**src/rtl/down_counter.sv**
```systemverilog
// rtl/down_counter.sv - loadable down counter with one-shot/periodic modes and terminal-count pulse
module down_counter #(
    parameter int WIDTH = 4
) (
    input  logic             clk,
    input  logic             clear,
    input  logic             en,
    input  logic             load,
    input  logic [WIDTH-1:0] load_val,
    input  logic             mode,
    input  logic             stop,
    output logic [WIDTH-1:0] count,
    output logic             tc,
    output logic             busy,
    output logic             done
);

    typedef enum logic [1:0] {
        ST_IDLE = 2'd0,
        ST_RUN  = 2'd1,
        ST_DONE = 2'd2
    } state_t;

    state_t           r_state;
    state_t           w_next_state;
    logic [WIDTH-1:0] r_count;
    logic [WIDTH-1:0] w_next_count;
    logic [WIDTH-1:0] r_reload;
    logic [WIDTH-1:0] w_next_reload;
    logic             r_tc;
    logic             w_next_tc;
    logic             w_count_zero;
    logic             w_count_one;

    assign w_count_zero = (r_count == '0);
    assign w_count_one  = (r_count == WIDTH'(1));

    always_ff @(posedge clk or posedge clear) begin
        if (clear) begin
            r_state  <= ST_IDLE;
            r_count  <= '0;
            r_reload <= '0;
            r_tc     <= 1'b0;
        end else begin
            r_state  <= w_next_state;
            r_count  <= w_next_count;
            r_reload <= w_next_reload;
            r_tc     <= w_next_tc;
        end
    end

    // tc is registered alongside the 1->0 step, so it is high while count reads 0
    always_comb begin
        w_next_state  = r_state;
        w_next_count  = r_count;
        w_next_reload = r_reload;
        w_next_tc     = 1'b0;
        if (stop) begin
            w_next_state = ST_IDLE;
        end else if (load) begin
            w_next_count  = load_val;
            w_next_reload = load_val;
            w_next_state  = (load_val != '0) ? ST_RUN : ST_IDLE;
        end else if (r_state == ST_RUN && en) begin
            if (!w_count_zero) begin
                w_next_count = r_count - WIDTH'(1);
                w_next_tc    = w_count_one;
            end else if (mode) begin
                w_next_count = r_reload;
            end else begin
                w_next_state = ST_DONE;
            end
        end
    end

    assign count = r_count;
    assign tc    = r_tc;
    assign busy  = (r_state == ST_RUN);
    assign done  = (r_state == ST_DONE);

endmodule

```
**config.mk**
```make
export PLATFORM = sky130hd
export DESIGN_NAME = down_counter
export DESIGN_NICKNAME = d
export VERILOG_FILES = /design/src/rtl/down_counter.sv
export SDC_FILE = /design/constraint.sdc
export NUM_CORES = 1
export LEC_CHECK = 0
export ABC_AREA = 1
export CAP_MARGIN = 20
export CORE_UTILIZATION = 50
export DETAILED_ROUTE_END_ITERATION = 10
export GPL_TIMING_DRIVEN = 0
export PLACE_DENSITY = 0.81
export SLEW_MARGIN = 20
export SYNTH_ARGS = -nofsm -noshare
export SYNTH_HDL_FRONTEND = slang
export SYNTH_SLANG_ARGS = --single-unit
```
**constraint.sdc**
```tcl
create_clock -name clk -period 3 [get_ports clk]
set_input_delay 0.45 -clock clk [delete_from_list [all_inputs] [get_ports clk]]
set_output_delay 0.45 -clock clk [all_outputs]
set_load 0.02 [all_outputs]
```
# [Word-level counts from Yosys, hierarchy flattened]
# Index checks and enable logic that the tools add are counted.
[word_totals] register_bits=11 latchBits=0 ramBits=0 romBits=0 elab_cells=34 mem_count=0
[op_classes] add_sub_neg=1 n_mul=0 div_mod_pow=0 order_cmp=0 eq_ne=5 n_shift=0 mux=14 n_bitwise=1 reduce_logical=9
[op_table] operator="4-bit 2-to-1 mux" count=4
[op_table] operator="2-bit 2-to-1 mux" count=5
[op_table] operator="3-bit AND reduction" count=2
[op_table] operator="3-bit nonzero test" count=2
[op_table] operator="1-bit 2-to-1 mux" count=5
[op_table] operator="4-bit by 1-bit equality test with 1-bit output, second input constant" count=1
[op_table] operator="4-bit zero test" count=1
[op_table] operator="4-bit nonzero test" count=1
[op_table] operator="4-bit by 1-bit subtractor with 4-bit output, second input constant" count=1
[op_table] operator="3-bit by 2-bit inequality test with 1-bit output, second input constant" count=1
[op_table] operator="3-bit inequality test, second input constant" count=1
[op_table] operator="2-bit by 1-bit equality test with 1-bit output, second input constant" count=1
[op_table] operator="2-bit equality test, second input constant" count=1
[op_table] operator="2-bit AND reduction" count=1
[op_table] operator="2-bit nonzero test" count=1
[op_table] operator="1-bit logical AND" count=1
[op_table] operator="1-bit NOT" count=1

# [Logic depth before layout (Yosys ltp)]
[logic_depth] ltp_word=5 depth_mapped=9 depth_no_buf=9

# [Least setup slack after synthesis]
# No wires, ideal clock.
[synth_timing] kind="register to register" startpoint="reg r_count[0], in the netlist count[0]" endpoint="reg r_count[3], in the netlist count[3]" setup_time_ps=117 arrival_time_ps=1223 required_time_ps=2883 slack_ps=1660 path_stages_with_launch=10 path_buffers=0 period_less_slack_ps=1340 path_cell_list="dfrtp_1 -> inv_1 -> ha_1 -> nand2_1 -> nand2_1 -> nor2_1 -> nor2_1 -> nand2_1 -> nand2_1 -> nand2_1"
[synth_via] elab_chain_cells=4
[synth_lines] item="start, declared" line="26" text="logic [WIDTH-1:0] r_count;"
[synth_lines] item="start signal, assigned" line="46" text="r_count <= w_next_count;"
[synth_lines] item="4-bit by 1-bit subtractor with 4-bit output or 4-bit zero test (tied branches)" line="66, 35"
[synth_lines] item="4-bit 2-to-1 mux" line="65" text="if (!w_count_zero) begin"
[synth_lines] item="4-bit 2-to-1 mux" line="64" text="end else if (r_state == ST_RUN && en) begin"
[synth_lines] item="4-bit 2-to-1 mux" line="60" text="end else if (load) begin"
# Several ways; a longest one is shown, not always the timed one. The select of a mux whose other input is x is not followed.
# A chain may end at the register's enable or synchronous reset.

# [Worst setup path in the final report]
[layout_timing] startpoint="reg r_state[0]" endpoint="out busy"
[layout_via] elab_chain_cells=1
[layout_lines] item="start, declared" line="24" text="state_t r_state;"
[layout_lines] item="start signal, assigned" line="45" text="r_state <= w_next_state;"
[layout_lines] item="2-bit by 1-bit equality test with 1-bit output" line="78" text="assign busy = (r_state == ST_RUN);"
[layout_lines] item="end, declared" line="14" text="output logic busy,"
# No other way between the ends.

==> metrics.txt <==
status finished, final reports clean; DPL Wire Length between 1 and 1.5 mm; Overall Global Routing Usage roughly a quarter; LEAKAGE about 0.44 nW; Core Rows 12; number of nets in the layout ~130; Post-CTS Setup Inserts 0; DR vias/cell between 5 and 6; Layout Area Growth over Synthesis 30.3%; hold crit path type input port to asynchronous set/reset pin; CTS Buffer Depth 2; Resize count post-CTS 0; pin count of the biggest net entering global routing 12; crit end category output port; syn_nets roughly 110; max-cap violations 0; fillers a little over 100; unrepaired setup endpoints after global routing no; Tmin final between 1.5 and 2 ns; post-synthesis sequential element count 11; global-route wire length before repair 2.46 mm; Reg area around 280 um^2; Routability Congestion ~0.86; vias in the first global route about 620; Syn Area/Cell ~7.2 um^2; multi-input logic area around 340 um^2; CP required between 2 and 3 ns; Final Cycle Share 63.7%; share of layout cells above drive strength 1 approximately 9.7%; antenna-violating nets left 0; Initial Util between 50% and 60%; DRT Pass-1 Iters 4; vias 659; Max FO, Critical Path 4; CTS Root Cell clkbuf_4; Synth Cell Area around 670 um^2; crit path kind register to output port; Synth cell types 18; die area roughly 1500 um^2; CTS sink count 11; Iteration-0 DRC Markers 11; Setup TNS Final 0 ns; Setup-failing EPs final 0; CTS buffer count 3; final WL around 1.4 mm; Slew headroom between 70 and 80%; Synth warnings 0; Post-Syn Instances 93; Post-Layout Cell Count between 100 and 150; clk slew on worst S/H paths roughly 0.07 ns; die width 38.7 um; antenna violations before repair 0; IR drop worst, VDD about 480 uV; Max Freq around 0.52 GHz; Final Skew ~0.0042 ns; Final Hold Vio Count 0; Antenna diodes 0; H-tree depth 1; reg2reg start count[0]; crit path DAT between 1 and 1.5 ns; Worst Tran Pin Value 0.425 ns; core area between 1000 and 1500 um^2; R2R setup slack 1.60 ns; Remaining Overflow, GRT 0; DP Cell Count about 120; clk_lat worst skew 0.28 ns; TritonCTS clock tree built; sequential area share after synthesis about two fifths; reg-to-reg endpoint count[3]; pwr dens about 580 nW/um^2; DRC viols 0; Critical Path Start Type register; DR WL/cell approximately 11 um; Final WS setup 1.09 ns; I/O Pins 17; worst r2r path cells 9; # hold bufs at CTS 0; Die Ht 38.7 um; Setup WS pre-CTS between 1 and 1.5 ns; Final Max Slew Viols 0; # port buffers 16
## worst max path at each step
stage                  end  cells past startpoint       start  slack, ns
6_report              busy                      3  r_state[0]       1.09
5_1_grt               busy                      3  r_state[0]       0.98
4_1_cts               busy                      3  r_state[0]       1.06
3_5_place_dp   r_reload[1]                      6        load       1.30
3_3_place_gp      count[1]                      7        load       1.32
2_1_floorplan     count[3]                      9    count[0]       1.66
## where the power goes
part	switching [mW]	leakage, nW	total, mW	internal (mW)
combinational	0.120	0.287	0.207	0.0875
clock	0.0522	0.0150	0.104	0.0516
sequential	0.0261	0.139	0.198	0.171
## placed cells by master, fill, tap and decap left out
cell,instances
clkbuf_4,3
nand3_2,1
inv_2,1
nor2_4,2
ha_1,2
inv_1,15
nand3b_1,1
clkdlybuf4s50_1,16
nand2_1,27
o31ai_1,1
nor2_1,10
a21oi_1,2
o21ai_1,3
nor2_2,1
nand3_1,8
nand3_4,1
dfrtp_1,11
nor3_1,1
nand2_2,2
clkbuf_1,1
o21ai_0,4
## layout make-up
type	instances	share of cell area [%]
Multi-Input combinational cell	66	38.5
Sequential cell	11	31.4
Timing Repair Buffer	16	18.3
Inverter	16	6.85
Clock buffer	4	3.00
Tap cell	14	2.00
## metrics by stage
step                      hold WS [ns]  total power, mW  cell area [um^2]  util, %
after floorplan                  0.302            0.331               673        -
after global placement           0.477            0.400               851     72.6
after detailed placement         0.499            0.406               851     72.6
after CTS                        0.478            0.512               877     74.9
after global routing             0.527            0.546               877     74.9
final                            0.464            0.509               877     74.9
## worst max-delay path: stages (launching register included)
cell,delay (ns)
dfrtp_1,0.39
inv_1,0.05
nor2_1,0.12
clkdlybuf4s50_1,0.62
## cells in the mapped netlist
cell / n / share of area (%)
nand2_1: 27 / 15
inv_1: 15 / 8.4
dfrtp_1: 11 / 41
nor2_1: 10 / 5.6
nand3_1: 8 / 5.9
o21ai_0: 4 / 3.0
o21ai_1: 3 / 2.2
a21oi_1: 2 / 1.5
ha_1: 2 / 3.7
nand2_2: 2 / 1.9
nor2_4: 2 / 3.3
inv_2: 1 / 0.56
nand3_2: 1 / 1.5
nand3_4: 1 / 2.6
nand3b_1: 1 / 1.1
nor2_2: 1 / 0.93
nor3_1: 1 / 0.74
o31ai_1: 1 / 1.1
## registers in the layout (all words and copies together), names as in the netlist
| register | flops |
|---|---|
| count | 4 |
| r_reload | 4 |
| r_state | 2 |
| tc | 1 |
## cell families after synthesis
group,count (synthesis),share of synthesized area [%]
adders and majority gates,2,3.72
buffers and inverters,16,8.92
and+or+nand+nor,54,38.7
AOI/OAI and AO/OA,10,7.81
DFF,11,40.9
## metal layers
| layer | global-route usage, % | up-vias | routed length (um) |
|---|---|---|---|
| li1 | - | 331 | - |
| met1 | 28.5 | 311 | 658 |
| met2 | 43.3 | 15 | 685 |
| met3 | 6.94 | 2 | 74 |
| met4 | 10.3 | 0 | 24 |
| met5 | 0 | - | 0 |
(Power assumes the default switching activity.)
